**config.mk**
```make
export PLATFORM = sky130hd
export DESIGN_NAME = sw_result_tracker
export DESIGN_NICKNAME = d
export VERILOG_FILES = /design/src/rtl/sw_tracker_pkg.sv /design/src/rtl/sw_summary_fifo.sv /design/src/rtl/sw_result_tracker.sv
export SDC_FILE = /design/constraint.sdc
export NUM_CORES = 1
export LEC_CHECK = 0
export BUFFER_PORTS_ARGS = -buffer_cell sky130_fd_sc_hd__buf_2
export CORE_UTILIZATION = 45
export DETAILED_ROUTE_END_ITERATION = 8
export SLEW_MARGIN = 20
export SYNTH_ARGS = -nofsm -noshare
export SYNTH_HDL_FRONTEND = slang
export SYNTH_SLANG_ARGS = --single-unit
```
**constraint.sdc**
```tcl
create_clock -name clk -period 5.7 [get_ports clk]
set_input_delay 0.57 -clock clk [delete_from_list [all_inputs] [get_ports clk]]
set_output_delay 0.57 -clock clk [all_outputs]
set_load 0.01 [all_outputs]
```
**src/rtl/sw_tracker_pkg.sv**
```systemverilog
// Shared types for the Smith-Waterman result tracker: FSM states and the
// per-query summary entry layout at the default bus widths.
package sw_tracker_pkg;

    localparam int DEF_CALC_W = 16;
    localparam int DEF_TIDX_W = 8;
    localparam int DEF_QIDX_W = 8;

    typedef enum logic [2:0] {
        S_IDLE,
        S_DELAY,
        S_START,
        S_RUN,
        S_DONE,
        S_TOUT
    } state_t;

    // Field order matches the flat word carried through the summary FIFO.
    typedef struct packed {
        logic [DEF_QIDX_W-1:0] q;
        logic [DEF_TIDX_W-1:0] t;
        logic [DEF_CALC_W-1:0] score;
        logic                  err;
    } sum_entry_t;

endpackage

```
**src/rtl/sw_summary_fifo.sv**
```systemverilog
// Synchronous FIFO for per-query summaries; full-and-popping accepts a push,
// a push while full without a pop is dropped and flagged for one cycle.
module sw_summary_fifo #(
    parameter int WIDTH = 33,
    parameter int DEPTH = 4
) (
    input  logic             clk,
    input  logic             srst,
    input  logic             push,
    input  logic             pop,
    input  logic [WIDTH-1:0] din,
    output logic [WIDTH-1:0] dout,
    output logic             empty,
    output logic             full,
    output logic             drop
);
    localparam int AW = $clog2(DEPTH);

    logic [WIDTH-1:0] mem [DEPTH];
    logic [AW-1:0]    wr_ptr_reg;
    logic [AW-1:0]    rd_ptr_reg;
    logic [AW:0]      count_reg;
    logic [AW:0]      count_next;
    logic             empty_reg;
    logic             full_reg;
    logic             do_push;
    logic             do_pop;

    assign do_pop  = pop && !empty_reg;
    assign do_push = push && (!full_reg || do_pop);
    assign drop    = push && full_reg && !do_pop;

    always_comb begin
        count_next = count_reg;
        case ({do_push, do_pop})
            2'b10:   count_next = count_reg + 1'b1;
            2'b01:   count_next = count_reg - 1'b1;
            default: count_next = count_reg;
        endcase
    end

    always_ff @(posedge clk) begin
        if (do_push) begin
            mem[wr_ptr_reg] <= din;
        end
    end

    always_ff @(posedge clk) begin
        if (srst) begin
            wr_ptr_reg <= '0;
            rd_ptr_reg <= '0;
            count_reg  <= '0;
            empty_reg  <= 1'b1;
            full_reg   <= 1'b0;
        end else begin
            if (do_push) wr_ptr_reg <= wr_ptr_reg + 1'b1;
            if (do_pop)  rd_ptr_reg <= rd_ptr_reg + 1'b1;
            count_reg <= count_next;
            empty_reg <= (count_next == '0);
            full_reg  <= (count_next == (AW+1)'(DEPTH));
        end
    end

    // Stale storage is masked so the outputs read zero whenever nothing is held.
    assign dout  = empty_reg ? '0 : mem[rd_ptr_reg];
    assign empty = empty_reg;
    assign full  = full_reg;

endmodule

```
**src/rtl/sw_result_tracker.sv**
```systemverilog
// Host-side sequencer/scoreboard for the Smith-Waterman core.
// Optional core cross-check of the reported best match: define SW_CHECK_EN.
module sw_result_tracker
    import sw_tracker_pkg::*;
#(
    parameter int CALC_W      = DEF_CALC_W,
    parameter int TIDX_W      = DEF_TIDX_W,
    parameter int QIDX_W      = DEF_QIDX_W,
    parameter int FIFO_DEPTH  = 4,
    parameter int START_DELAY = 5,
    parameter int TIMEOUT     = 50000,
    parameter int TMO_W       = 16
) (
    input  logic              clk,
    input  logic              rst,
    input  logic              arm_i,
    output logic              start_o,
    input  logic              busy_i,
    input  logic              valid_i,
    input  logic [CALC_W-1:0] result_i,
    input  logic              change_q_i,
    input  logic [TIDX_W-1:0] match_idx_i,
    input  logic [CALC_W-1:0] max_result_i,
    output logic [TIDX_W-1:0] t_idx_o,
    output logic [QIDX_W-1:0] q_idx_o,
    output logic              sum_valid_o,
    input  logic              sum_ready_i,
    output logic [QIDX_W-1:0] sum_q_o,
    output logic [TIDX_W-1:0] sum_t_o,
    output logic [CALC_W-1:0] sum_score_o,
    output logic              sum_err_o,
    output logic              done_o,
    output logic              timeout_o,
    output logic              ovf_o
);
    localparam int ENTRY_W = QIDX_W + TIDX_W + CALC_W + 1;
    localparam int DLY_W   = (START_DELAY > 1) ? $clog2(START_DELAY) : 1;

    state_t            state_reg;
    logic [DLY_W-1:0]  dly_cnt_reg;
    logic [TMO_W-1:0]  tmo_cnt_reg;
    logic              start_reg, done_reg, timeout_reg, ovf_reg;
    logic [TIDX_W-1:0] t_idx_reg, best_t_reg, best_t_next;
    logic [QIDX_W-1:0] q_idx_reg;
    logic [CALC_W-1:0] best_score_reg, best_score_next;
    logic              first_reg;
    logic              accept, take, err_next, push, pop, tmo_hit, dly_last;
    logic [ENTRY_W-1:0] fifo_din, fifo_dout;
    logic              fifo_empty, fifo_drop, fifo_err, fifo_full_unused;

    assign accept   = valid_i && (state_reg == S_RUN);
    assign tmo_hit  = (tmo_cnt_reg == TMO_W'(TIMEOUT - 1));
    assign dly_last = (dly_cnt_reg == DLY_W'(START_DELAY - 1));

    // First result of a query always loads; later ones must be strictly larger.
    assign take            = first_reg || (result_i > best_score_reg);
    assign best_t_next     = take ? t_idx_reg : best_t_reg;
    assign best_score_next = take ? result_i  : best_score_reg;

`ifdef SW_CHECK_EN
    assign err_next  = (match_idx_i != best_t_next) || (max_result_i != best_score_next);
    assign sum_err_o = fifo_err;
`else
    logic core_best_unused;
    assign core_best_unused = ^{match_idx_i, max_result_i, fifo_err};
    assign err_next  = 1'b0;
    assign sum_err_o = 1'b0;
`endif

    assign push     = accept && change_q_i;
    assign pop      = sum_valid_o && sum_ready_i;
    assign fifo_din = {q_idx_reg, best_t_next, best_score_next, err_next};

    always_ff @(posedge clk) begin
        if (rst) begin
            state_reg      <= S_IDLE;
            dly_cnt_reg    <= '0;
            tmo_cnt_reg    <= '0;
            start_reg      <= 1'b0;
            done_reg       <= 1'b0;
            timeout_reg    <= 1'b0;
            ovf_reg        <= 1'b0;
            t_idx_reg      <= '0;
            q_idx_reg      <= '0;
            best_t_reg     <= '0;
            best_score_reg <= '0;
            first_reg      <= 1'b1;
        end else begin
            start_reg <= 1'b0;
            case (state_reg)
                S_IDLE, S_DONE, S_TOUT: begin
                    if (arm_i) begin
                        state_reg      <= S_DELAY;
                        done_reg       <= 1'b0;
                        timeout_reg    <= 1'b0;
                        ovf_reg        <= 1'b0;
                        t_idx_reg      <= '0;
                        q_idx_reg      <= '0;
                        tmo_cnt_reg    <= '0;
                        dly_cnt_reg    <= '0;
                        best_t_reg     <= '0;
                        best_score_reg <= '0;
                        first_reg      <= 1'b1;
                    end
                end
                S_DELAY: begin
                    if (tmo_hit) begin
                        state_reg   <= S_TOUT;
                        timeout_reg <= 1'b1;
                    end else begin
                        tmo_cnt_reg <= tmo_cnt_reg + 1'b1;
                        if (dly_last) state_reg <= S_START;
                        else          dly_cnt_reg <= dly_cnt_reg + 1'b1;
                    end
                end
                S_START: begin
                    if (tmo_hit) begin
                        state_reg   <= S_TOUT;
                        timeout_reg <= 1'b1;
                    end else begin
                        tmo_cnt_reg <= tmo_cnt_reg + 1'b1;
                        start_reg   <= 1'b1;
                        state_reg   <= S_RUN;
                    end
                end
                S_RUN: begin
                    // busy_i is ignored while the start pulse is still on the wire.
                    if (!start_reg && !busy_i) begin
                        state_reg <= S_DONE;
                        done_reg  <= 1'b1;
                    end else if (tmo_hit) begin
                        state_reg   <= S_TOUT;
                        timeout_reg <= 1'b1;
                    end else begin
                        tmo_cnt_reg <= tmo_cnt_reg + 1'b1;
                    end
                end
                default: state_reg <= S_IDLE;
            endcase

            if (accept) begin
                if (change_q_i) begin
                    t_idx_reg      <= '0;
                    q_idx_reg      <= q_idx_reg + 1'b1;
                    best_t_reg     <= '0;
                    best_score_reg <= '0;
                    first_reg      <= 1'b1;
                end else begin
                    t_idx_reg      <= t_idx_reg + 1'b1;
                    best_t_reg     <= best_t_next;
                    best_score_reg <= best_score_next;
                    first_reg      <= 1'b0;
                end
            end

            if (fifo_drop) ovf_reg <= 1'b1;
        end
    end

    sw_summary_fifo #(
        .WIDTH (ENTRY_W),
        .DEPTH (FIFO_DEPTH)
    ) u_fifo (
        .clk   (clk),
        .srst  (rst),
        .push  (push),
        .pop   (pop),
        .din   (fifo_din),
        .dout  (fifo_dout),
        .empty (fifo_empty),
        .full  (fifo_full_unused),
        .drop  (fifo_drop)
    );

    assign {sum_q_o, sum_t_o, sum_score_o, fifo_err} = fifo_dout;
    assign sum_valid_o = !fifo_empty;
    assign start_o     = start_reg;
    assign done_o      = done_reg;
    assign timeout_o   = timeout_reg;
    assign ovf_o       = ovf_reg;
    assign t_idx_o     = t_idx_reg;
    assign q_idx_o     = q_idx_reg;

endmodule

```
==> results_dict.tcl <==
set metrics [dict create \
    status "finished clean" \
    p_total_w 0.00302 \
    cts_tree "done" \
    drive_gt1_share_pct 20.3 \
    wl_mm 17.9 \
    portBuffers 75 \
    grt_pass1_vias 5621 \
    r2r.worst_path.cells 8 \
    grt_max_degree 41 \
    synth-seq-cells 206 \
    largest_register_ffs 128 \
    synthTopCellsByCount "edfxtp_1, dfxtp_1, inv_1, and2_1, nor2_1" \
    ir_drop_v 0.000219 \
    start_util_pct 46.2 \
    end_kind "register" \
    cts_buffer_depth 3 \
    vias 5736 \
    worstPathMaxFanout 40 \
    setup_tns_ns 0 \
    place_hpwl_mm 12.1 \
    hold_buffers 0 \
    drt_pass1_iterations 5 \
    routedWlPerCell_um 17.1 \
    clock-sinks 206 \
    root_buffer "clkbuf_16" \
    ys.flop_type "edfxtp_1" \
    grt_pass1_wl_mm 28.8 \
    synth_area_leaders "edfxtp_1, dfxtp_1, mux4_2" \
    nets 843 \
    die_area_mm2 0.0207 \
    yosysTopAreaCell "edfxtp_1" \
    grt_usage_pct 18.0 \
    yosysWarnings 0 \
    syn_nets 771 \
    yosysMostFrequentCell "edfxtp_1" \
    rsz0062_at_grt "no" \
    die-height_um 144 \
    coreArea_mm2 0.0196 \
    whs_ns 0.389 \
    rows 51 \
    hold_viol_final 0 \
    p_leak_nw 3.55 \
    max_freq_mhz 300 \
    clock_latency_ns 0.48 \
    clk_pin_slew_ns 0.06 \
    cts_resized 0 \
    async_flop_share_pct 0 \
    syn_avg_cell_area_um2 13.0 \
    synth.distinct_cells 64 \
    holdCritPathClass "in -> reg" \
    critPathKind "reg -> reg" \
    drc 0 \
    n_antenna_cell 0 \
    worstMarginPinSlew_ns 1.04 \
    synth-edff-count 128 \
    vias_per_cell 5.47 \
    rr_startpoint "best_score_reg[13]$_SDFFE_PP0P_" \
    area_growth_pct 14.0 \
    cts_inserted_buffers 21 \
    min_period_over_period_pct 58.5 \
    antenna_left 0 \
    gr-total-overflow 0 \
    dr.first_iter.drc_count 298 \
    crit_required_ns 5.92 \
    setup_violations 0 \
    arrival_ns 3.55 \
    yosysSeqAreaShare_pct 59.8 \
    min_period_ns 3.33 \
    powerDensity_mw_per_mm2 293 \
    slew_headroom_pct 30.8 \
    nFillCells 1674 \
    whs_path_depth 3 \
    cap_violations 0 \
    worstHoldStart "result_i[9]" \
    post_cts_buffers 0 \
    cp-startpoint "best_score_reg[13]$_SDFFE_PP0P_" \
    startpoint_type "register" \
    syn_area_mm2 0.00904 \
    boundaryPins 101 \
    synthCells 697 \
    die_w_um 144 \
    finClkSkew_ns 0.0118 \
    slew_violations 0 \
    antenna_found_initial 0 \
    cts_max_level 1 \
    synth_top_area_share_pct 42.5 \
    globalplace.congestion 0.774 \
]
==> metrics by stage <==
stage	cells	setup WS (ns)	cell area, um2	util (%)
floorplan	697	3.17	9040	-
global placement	1010	2.12	9630	49.1
detailed placement	1010	2.00	9630	49.1
CTS	1047	2.31	10300	52.6
global route	1048	2.10	10300	52.6
finish	1048	2.37	10300	52.6
==> worst paths after layout <==
path                                                       end  slack [ns]
worst max-delay path               u_fifo.mem[2][11]$_DFFE_PP_        2.37
worst min-delay path            best_score_reg[9]$_SDFFE_PP0P_        0.39
worst max register to register     u_fifo.mem[2][11]$_DFFE_PP_        2.37
worst min register to register      best_t_reg[0]$_SDFFE_PP0P_        0.47
==> cell type report <==
class	count	area [um2]	share of cell area, %
repair buffers	83	439	4.26
well taps	265	332	3.22
clock buffers	34	627	6.08
inverters	64	240	2.33
flip-flops and latches	206	5410	52.5
multi-input cells	393	3220	31.2
clock inverters	3	43.8	0.425
==> where the power goes <==
group | internal [W] | switching [W]
Sequential | 0.00158 | 0.00000664
Clock | 0.000796 | 0.000529
Combinational | 0.0000354 | 0.0000740
==> per-layer routing <==
metal	GRT usage, %	routed length (um)	vias to the layer above
met3	2.27	720	18
met2	30.7	8660	109
li1	-	-	2758
met4	4.76	263	0
met1	24.2	8300	2851
met5	0	0	-
==> placed cells by master (no fill, tap or decap), types with 7 or more instances in the layout <==
master and n:
edfxtp_1 128, dfxtp_1 76, buf_2 75, inv_1 63, nor2_1 38, and2_1 38
a21oi_1 34, mux4_2 32, mux2i_1 27, ha_1 26, nand2_1 25, o32ai_1 24
clkbuf_16 21, nand3_1 16, o21ai_0 13, or3_1 12, nand4_1 11, nor3_1 10
or4_1 7, and3_1 7, buf_4 7
==> critical path, cell delays in order, from the launching register on <==
cell and delay, ns:
dfxtp_1 0.31, inv_1 0.06, ha_1 0.29, nand4_1 0.15
nor4_1 0.49, and2_1 0.20, a31o_2 0.79, buf_4 0.33
mux2i_1 0.46
==> cell families (layout without fill, tap and decap cells) <==
kind of cell	after synthesis	in the layout	share of synthesized area, %
AO/OA/AOI/OAI	114	114	8.62
XOR/XNOR	9	9	0.872
adder cells (fa/ha/maj)	28	28	3.93
buffers and inverters	98	184	4.66
flip-flops	206	206	59.8
multiplexers	61	61	11.2
other	1	1	0.0415
AND/OR/NAND/NOR	180	180	10.9
No activity file was read; power rests on OpenSTA's default activity.
